`src/rtl/ysyx_23060236_iter_div_pkg.sv`:
```
// Shared encodings for the iterative divider: op bit positions (as decoded by EXU from funct3[1:0])
// and FSM state encodings.
package ysyx_23060236_iter_div_pkg;

  localparam int OP_UNSIGNED = 0;
  localparam int OP_REM      = 1;

  typedef enum logic [1:0] {
    S_IDLE = 2'd0,
    S_CALC = 2'd1,
    S_FIX  = 2'd2,
    S_DONE = 2'd3
  } div_state_e;

endpackage

```
`src/rtl/ysyx_23060236_div_step.sv`:
```
// One combinational restoring step: subtract the divisor from the shifted partial remainder when it fits.
// Zero latency, no flow control.
module ysyx_23060236_div_step #(
  parameter int W = 32
) (
  input  logic [W:0]   pr_i,
  input  logic [W-1:0] d_i,
  output logic [W-1:0] rem_o,
  output logic         q_o
);

  logic [W:0] diff;

  // pr_i < 2*d_i always holds, so the difference fits in W+1 bits and its MSB is the borrow.
  assign diff  = pr_i - {1'b0, d_i};
  assign q_o   = ~diff[W];
  assign rem_o = q_o ? diff[W-1:0] : pr_i[W-1:0];

endmodule

```
`src/rtl/ysyx_23060236_iter_div.sv`:
```
// Iterative DIV/DIVU/REM/REMU; latency 1 for special cases, XLEN/STEPS+2 otherwise.
// Result is held in DONE until out_ready; in_ready only in IDLE or in DONE with out_ready; flush beats accept.
module ysyx_23060236_iter_div
  import ysyx_23060236_iter_div_pkg::*;
#(
  parameter int XLEN      = 32,
  parameter int STEPS     = 1,
  parameter int TAG_W     = 5,
  parameter bit EARLY_OUT = 1'b1
) (
  input  logic             clk_i,
  input  logic             rst_ni,
  input  logic             flush_i,
  input  logic             in_valid_i,
  output logic             in_ready_o,
  input  logic [1:0]       in_op_i,
  input  logic [XLEN-1:0]  in_a_i,
  input  logic [XLEN-1:0]  in_b_i,
  input  logic [TAG_W-1:0] in_tag_i,
  output logic             out_valid_o,
  input  logic             out_ready_i,
  output logic [XLEN-1:0]  out_data_o,
  output logic [TAG_W-1:0] out_tag_o,
  output logic             busy_o
);

  localparam int N  = XLEN / STEPS;
  localparam int CW = $clog2(N) + 1;
  localparam logic [CW-1:0]   CNT_N = CW'(N);
  localparam logic [XLEN-1:0] MIN_V = {1'b1, {(XLEN-1){1'b0}}};

  div_state_e       state_q, state_d;
  logic [CW-1:0]    cnt_q, cnt_d;
  logic [XLEN-1:0]  rem_q, rem_d, quo_q, quo_d, dvs_q, dvs_d, data_q, data_d;
  logic [TAG_W-1:0] tag_q, tag_d;
  logic             qneg_q, qneg_d, rneg_q, rneg_d, rsel_q, rsel_d;

  logic            is_signed, sa, sb, div_zero, ovf, early, special, acc;
  logic [XLEN-1:0] abs_a, abs_b, spec_q, spec_r;

  assign is_signed = ~in_op_i[OP_UNSIGNED];
  assign sa        = is_signed & in_a_i[XLEN-1];
  assign sb        = is_signed & in_b_i[XLEN-1];
  assign abs_a     = sa ? -in_a_i : in_a_i;
  assign abs_b     = sb ? -in_b_i : in_b_i;
  assign div_zero  = (in_b_i == '0);
  assign ovf       = is_signed & (in_a_i == MIN_V) & (&in_b_i);
  assign early     = EARLY_OUT & (abs_a < abs_b);
  assign special   = div_zero | ovf | early;
  assign spec_q    = div_zero ? '1 : (ovf ? MIN_V : '0);
  assign spec_r    = ovf ? '0 : in_a_i;

  assign in_ready_o  = (state_q == S_IDLE) | ((state_q == S_DONE) & out_ready_i);
  assign acc         = in_valid_i & in_ready_o & ~flush_i;
  assign out_valid_o = (state_q == S_DONE);
  assign busy_o      = (state_q != S_IDLE);
  assign out_data_o  = data_q;
  assign out_tag_o   = tag_q;

  // Shift-subtract chain: {rem, quo} shifts left one bit per stage, quotient bits enter at the LSB.
  logic [XLEN-1:0] r_ch [STEPS+1];
  logic [XLEN-1:0] q_ch [STEPS+1];
  assign r_ch[0] = rem_q;
  assign q_ch[0] = quo_q;

  for (genvar i = 0; i < STEPS; i++) begin : g_step
    logic qb;
    ysyx_23060236_div_step #(.W(XLEN)) u_step (
      .pr_i  ({r_ch[i], q_ch[i][XLEN-1]}),
      .d_i   (dvs_q),
      .rem_o (r_ch[i+1]),
      .q_o   (qb)
    );
    assign q_ch[i+1] = {q_ch[i][XLEN-2:0], qb};
  end

  always_comb begin
    state_d = state_q;
    cnt_d   = cnt_q;
    rem_d   = rem_q;
    quo_d   = quo_q;
    dvs_d   = dvs_q;
    data_d  = data_q;
    tag_d   = tag_q;
    qneg_d  = qneg_q;
    rneg_d  = rneg_q;
    rsel_d  = rsel_q;
    case (state_q)
      S_CALC: begin
        rem_d = r_ch[STEPS];
        quo_d = q_ch[STEPS];
        cnt_d = cnt_q - CW'(1);
        if (cnt_q == CW'(1)) state_d = S_FIX;
      end
      S_FIX: begin
        data_d  = rsel_q ? (rneg_q ? -rem_q : rem_q) : (qneg_q ? -quo_q : quo_q);
        state_d = S_DONE;
      end
      S_DONE: if (out_ready_i) state_d = S_IDLE;
      default: ;
    endcase
    if (acc) begin
      tag_d  = in_tag_i;
      rsel_d = in_op_i[OP_REM];
      qneg_d = sa ^ sb;
      rneg_d = sa;
      if (special) begin
        data_d  = in_op_i[OP_REM] ? spec_r : spec_q;
        state_d = S_DONE;
      end else begin
        rem_d   = '0;
        quo_d   = abs_a;
        dvs_d   = abs_b;
        cnt_d   = CNT_N;
        state_d = S_CALC;
      end
    end
    if (flush_i) state_d = S_IDLE;
  end

  always_ff @(posedge clk_i or negedge rst_ni) begin
    if (!rst_ni) begin
      state_q <= S_IDLE;
      cnt_q   <= '0;
      rem_q   <= '0;
      quo_q   <= '0;
      dvs_q   <= '0;
      data_q  <= '0;
      tag_q   <= '0;
      qneg_q  <= 1'b0;
      rneg_q  <= 1'b0;
      rsel_q  <= 1'b0;
    end else begin
      state_q <= state_d;
      cnt_q   <= cnt_d;
      rem_q   <= rem_d;
      quo_q   <= quo_d;
      dvs_q   <= dvs_d;
      data_q  <= data_d;
      tag_q   <= tag_d;
      qneg_q  <= qneg_d;
      rneg_q  <= rneg_d;
      rsel_q  <= rsel_d;
    end
  end

endmodule

```
`config.mk`:
```
export PLATFORM = sky130hd
export DESIGN_NAME = ysyx_23060236_iter_div
export DESIGN_NICKNAME = d
export VERILOG_FILES = /design/src/rtl/ysyx_23060236_iter_div_pkg.sv /design/src/rtl/ysyx_23060236_div_step.sv /design/src/rtl/ysyx_23060236_iter_div.sv
export SDC_FILE = /design/constraint.sdc
export NUM_CORES = 1
export LEC_CHECK = 0
export ABC_AREA = 1
export BUFFER_PORTS_ARGS = -buffer_cell sky130_fd_sc_hd__buf_2
export CAP_MARGIN = 5
export CELL_PAD_IN_SITES_DETAIL_PLACEMENT = 1
export CELL_PAD_IN_SITES_GLOBAL_PLACEMENT = 2
export CORE_ASPECT_RATIO = 1.5
export CORE_MARGIN = 4
export CORE_UTILIZATION = 35
export DETAILED_ROUTE_END_ITERATION = 7
export HOLD_SLACK_MARGIN = 0.08
export PLACE_DENSITY_LB_ADDON = 0.15
export SKIP_LAST_GASP = 1
export SYNTH_ARGS = -nofsm -noshare
export SYNTH_HDL_FRONTEND = slang
export SYNTH_SLANG_ARGS = --single-unit
```
`constraint.sdc`:
```
create_clock -name clk_i -period 3.9 [get_ports clk_i]
set_input_delay 0.195 -clock clk_i [delete_from_list [all_inputs] [get_ports clk_i]]
set_output_delay 0.195 -clock clk_i [all_outputs]
set_load 0.05 [all_outputs]
```
# Yosys cells after proc, flatten, opt, wreduce, memory -nomap -nowiden
# Index checks and enable logic that the tools add are counted.
# Widths: inputs -> output; s select.
# totals
output_inout_bits,40
reg_bits,144
input_bits,76
# classes
bitwise_logic,15
n_mux,28
add_sub_neg,6
magnitude_cmp,1
n_eq_ne,7
n_reduce_logical,7
# ops
operator,count
$mux 32,19
$neg 32->32,4
$sub 33x32->33,1
$eq 32x32->1 const B,1
$logic_not 32->1,1
$lt 32x32->1,1
$reduce_and 32->1,1
$mux 6,3
$mux 2,5
$and 1x1->1,7
$eq 6x1->1 const B,1
$pmux 2 s3,1
$sub 6x1->6 const B,1
$reduce_bool 5->1,1
$eq 2x2->1 const B,2
$ne 4x2->1 const B,1
$ne 4x4->1 const B,1
$not 1->1,4
$or 1x1->1,3
$reduce_and 3->1,1
$eq 2x1->1 const B,1
$logic_not 2->1,1
$reduce_and 2->1,1
$reduce_bool 2->1,1
$xor 1x1->1,1

# Depth between registers and ports, before layout
# depth
ltp_word,8
mapped_depth,25

# Modules after synthesis
# Synthesis repeated with hierarchy kept, for this count alone.
# unflattened
cells_unflattened,2405
area_unflattened_um2,14545.2
# by_module_without_submodules
module,cells_per_inst,seq_area_each_um2,instances,area_each_um2
ysyx_23060236_iter_div,1722,3603.5,1,11300.8
ysyx_23060236_div_step,683,0.0,1,3244.4

# Worst setup path before layout
# No wires, ideal clock.
# synth_timing
path_kind,in2reg
from,input in_b_i[0]
to,register data_q[26] (netlist: out_data_o[26])
setup_ps,113
stages,23
path_buffers,1
t_arrival_ps,2744
slack_ps,1043
path_cell_list,inv_1 > ha_1 > nand3_2 > nor2_4 > nand2_2 > nor2_2 > nand2_1 > o21ai_0 > xor2_1 > inv_1 > ha_1 > nand2_1 > nor2_1 > nand4_1 > nor2_1 > nand2_1 > nand2_2 > nand2_2 > nand2_2 > buf_2 > nand3_1 > nand2_1 > inv_1
# synth_between
elab_chain_cells,6
# synth_lines
item,line_no,text
start: declaration,ysyx_23060236_iter_div.sv:18,"input logic [XLEN-1:0] in_b_i,"
$neg 32->32 / $reduce_and 32->1 (equally long branches),"ysyx_23060236_iter_div.sv:45, ysyx_23060236_iter_div.sv:47",
$mux 32 / $and 1x1->1 (equally long branches),"ysyx_23060236_iter_div.sv:45, ysyx_23060236_iter_div.sv:47",
"$lt 32x32->1, or another cell as far along",ysyx_23060236_iter_div.sv:48,assign early = EARLY_OUT & (abs_a < abs_b);
$or 1x1->1 / $mux 32 (equally long branches),"ysyx_23060236_iter_div.sv:49, ysyx_23060236_iter_div.sv:108",
$mux 32 (*),ysyx_23060236_iter_div.sv:107,if (special) begin
$mux 32 (*),ysyx_23060236_iter_div.sv:102,if (acc) begin
via data_d[26],ysyx_23060236_iter_div.sv:34,"logic [XLEN-1:0] rem_q, rem_d, quo_q, quo_d, dvs_q, dvs_d, data_q, data_d;"
end signal: assignment,ysyx_23060236_iter_div.sv:139,data_q <= data_d;
end: declaration,ysyx_23060236_iter_div.sv:34,
# Mark *: on every way through the listed nets, which the timed path passes. The rest lies on a longest branch.
# A chain may end at the register's enable or synchronous reset.

# Worst setup path after layout
# layout_timing
from,input in_b_i[0]
to,register state_q[1]
# layout_between
elab_chain_cells,7
# layout_lines
item,line_no,text
$neg 32->32 / $reduce_and 32->1 (equally long branches),"ysyx_23060236_iter_div.sv:45, ysyx_23060236_iter_div.sv:47",
$mux 32 / $and 1x1->1 (equally long branches),"ysyx_23060236_iter_div.sv:45, ysyx_23060236_iter_div.sv:47",
$lt 32x32->1 / $or 1x1->1 (equally long branches),"ysyx_23060236_iter_div.sv:48, ysyx_23060236_iter_div.sv:49",
$or 1x1->1 (*),ysyx_23060236_iter_div.sv:49,assign special = div_zero | ovf | early;
$mux 2 (*),ysyx_23060236_iter_div.sv:107,
$mux 2 (*),ysyx_23060236_iter_div.sv:102,
$mux 2 (*),ysyx_23060236_iter_div.sv:118,if (flush_i) state_d = S_IDLE;
end signal: assignment,ysyx_23060236_iter_div.sv:134,state_q <= state_d;
end: declaration,ysyx_23060236_iter_div.sv:32,"div_state_e state_q, state_d;"
# Every way passes the cells marked *; elsewhere a longest branch is shown, timed or not.

==> reports/metrics.cfg <==
[global_route]
antenna_found_initial = 1
grt_max_degree = 92
grt_use_total_pct = 28.35
grt_first_pass_wirelength_um = 95560
grt_pass1_vias = 16770
overflow = 0

[worst_setup_path]
end_kind = register
path_common_cell = nand2_1
rr_startpoint = quo_q[31]$_DFF_PN0_
crit_slowest_cell = dlygate4sd3_1
path_cells = buf_2 > inv_2 > nand4_1 > nor3_2 > nand3_1 > or2_2 > nand2_1 > nand2_1 > nand2_1 > inv_1 > ha_1 > nand2_1 > inv_1 > nand3_1 > nor3_1 > nand2_1 > nand2_1 > nand2_1 > nand2_2 > nand3_4 > buf_16 > nand2_1 > o41ai_1 > dlygate4sd3_1
path_delay_family = simple AND/OR/NAND/NOR gates
critPathKind = in -> reg
cp.arrival_ns = 3.92
crit_path_start = in_b_i[0]
crit_buf_inv = 6
critPathMaxStageDelay_ns = 0.56
crit_fanout = 32
startpoint_type = input port
worstPathRequired_ns = 4.24

[clocking]
root_buffer = clkbuf_16
cts_num_sinks = 144
cts_tree = done
cts.clk_slew.worst_paths_ns = 0.07
cts.path.max_buffers = 2
cts_buffers = 17
cts-htree-levels = 4
clkLatencyLatePin_ns = 0.46

[synthesis]
synth.net_count = 2528
syn_area_um2 = 14180
synth_cells = 2381
synth_seq_cells = 144
synth_edf_count = 0
synth.distinct_cells = 43
synth_flop_cell = dfrtp_1
synthArstFlopShare_pct = 100.0
synth_seq_area_share_pct = 25.41
syn_area_per_cell_um2 = 5.956
yosys_warnings = 0

[layout]
multi_input_area_um2 = 9075
area_delta_synth_final_pct = 13.58
nets = 2631
layout.cells.non_filler = 3004
layout-drive-gt1-share_pct = 9.011
regArea_um2 = 3603
fillers = 5470

[timing]
setup_ws_ns = 0.3148
fin_setup_tns_ns = 0
fin_crit_ns = 3.585
tightest_slew_ns = 0.8113
period_share_pct = 91.93
relSlewSlack_pct = 45.75
hold_viol = 0
fmax_mhz = 278.9
fin_worst_skew_ns = 0.01769
finalSetupViolCount = 0
finalMaxSlewViolations = 0
rsz0062_at_grt = false

[detailed_routing]
via_per_inst = 5.287
routed_wl_um = 62440
route.detailed.drc = 0
wl_per_cell_um = 20.78
drt-initial-drc-count = 664
dr.pass1.iters = 5
num_vias = 15880
ant_nets = 0

[worst_hold_path]
worstHoldStart = flush_i
hp-class = in -> reg

[power_and_ir_drop]
power_density_nw_per_um2 = 970.1
vdd_drop_max_mv = 0.3487
power.leakage_nw = 8.366

[floorplanning]
start_util_pct = 35.37
die_w_um = 172.4
dieArea_um2 = 43870
rows = 90
pin_count = 116
dieHeight_um = 254.5
coreArea_um2 = 40090

[status]
status = completed

[placed_design]
placed_cells = 2960
dpl.hpwl_um = 50720
place_ws_ns = 0.02826
portBuffers = 115
globalplace.congestion = 0.9633

[flow_run]
maxCapViolCount = 0

cells in the mapped netlist, types with 2 or more instances:
master | instances | share of area [%]
a31oi_1 | 3 | 0.13
buf_6 | 7 | 0.56
nand2_2 | 7 | 0.31
clkbuf_1 | 40 | 1.1
xnor2_1 | 27 | 1.7
dfrtp_1 | 144 | 25
buf_4 | 3 | 0.16
nor2_2 | 7 | 0.31
o211ai_1 | 21 | 1.1
buf_2 | 18 | 0.64
o21bai_1 | 7 | 0.37
nand3_2 | 2 | 0.14
o21a_1 | 8 | 0.42
nand4_1 | 44 | 1.9
inv_1 | 296 | 7.8
a21o_1 | 3 | 0.16
nand3_1 | 198 | 7.0
or2_2 | 4 | 0.18
o21ai_0 | 174 | 6.1
nor2_4 | 2 | 0.16
o21ai_1 | 27 | 0.95
o22ai_1 | 2 | 0.088
nor2_1 | 272 | 7.2
buf_1 | 9 | 0.24
nor3_1 | 23 | 0.81
nand2_1 | 796 | 21
nor4_1 | 3 | 0.13
nand3b_1 | 11 | 0.58
xor2_1 | 50 | 3.1
inv_2 | 6 | 0.16
o31ai_1 | 3 | 0.16
ha_1 | 70 | 6.2
a21oi_1 | 84 | 3.0
per-layer routing:
layer	track usage, %	up-vias	share of wire, %
li1	-	7794	-
met1	32.41	7675	40
met2	51.94	290	52
met3	3.442	124	3.1
met4	13.12	0	5.2
met5	0	-	0
state kept, by name, summed over array words and instances, names as in the netlist:
name,cells
cnt_q,6
dvs_q,32
out_data_o,32
out_tag_o,5
qneg_q,1
quo_q,32
rem_q,32
rneg_q,1
rsel_q,1
state_q,2
worst paths after layout:
check                                                 to  slack [ns]  depth (start not counted)
worst max-delay path              state_q[1]$_DFFE_PN0P_        0.31                         24
worst min-delay path              state_q[0]$_DFFE_PN0P_        0.09                          4
worst max register to register       rem_q[19]$_DFF_PN0_        0.82                         18
worst min register to register  out_tag_o[0]$_DFFE_PN0P_        0.47                          2
max in group asynchronous        out_data_o[4]$_DFF_PN0_        2.69                          3
min in group asynchronous            rem_q[31]$_DFF_PN0_        0.26                          2
area by class of cell:
class | count | area share, %
flip-flops and latches | 144 | 22.37
diodes | 1 | 0.01554
clock inverters | 14 | 0.9011
inverters | 304 | 7.100
clock buffers | 18 | 2.727
repair buffers | 163 | 6.611
multi-input cells | 1854 | 56.34
well taps | 506 | 3.931
through the flow:
step	power [mW]	hold WS, ns	util (%)	area [µm²]
floorplan	10.39	-0.1006	-	14180
global placement	13.63	0.1841	38.34	15370
detailed placement	13.85	0.1839	38.34	15370
CTS	15.66	0.08503	40.03	16050
global route	17.12	0.1335	40.17	16100
finish	15.62	0.09183	40.18	16110
cell usage in the layout, fill, tap and decap left out, drive strengths merged, types with 11 or more instances in the layout:
cell and instances:
nand2 803, clkbuf 19, nor2 281, ha 70, xor2 50, nand4 44, nand3b 11, nand3 201
a21oi 84, o211ai 21, inv 310, nor3 23, dfrtp 144, o21ai 201, xnor2 27, buf 153
what timing repair did:
| action | CTS | global route |
|---|---|---|
| buffers inserted | 0 | 1 |
| resized for setup | 0 | 10 |
| endpoints found under the hold margin | 60 | 0 |
| setup endpoints to repair | 0 | 1 |
| hold buffers | 9 | 0 |
worst reg2reg max path, delay by kind of cell, from the launching register on:
kind | cells | cell delay [ns]
AND/OR/NAND/NOR | 13 | 1.44
adder cells (fa/ha/maj) | 2 | 0.57
buffers and inverters | 3 | 0.55
flip-flops | 1 | 0.44
cell families (layout without fill, tap and decap cells):
family	count (synthesis)	count (layout)	share of synthesized area [%]
AOI/OAI and AO/OA	335	335	12.68
xor gates and xnor gates	77	77	4.756
adders and majority gates	71	71	6.317
buffers and inverters	383	499	10.85
DFF	144	144	25.41
other	0	1	0
and+or+nand+nor	1371	1371	39.99
where the power goes:
group          switching, mW  total (mW)  internal, mW
Clock                  0.784        1.70         0.917
Sequential             0.879        3.14          2.26
Combinational           7.44        10.8          3.34
Power figures use the tool's default switching activity.
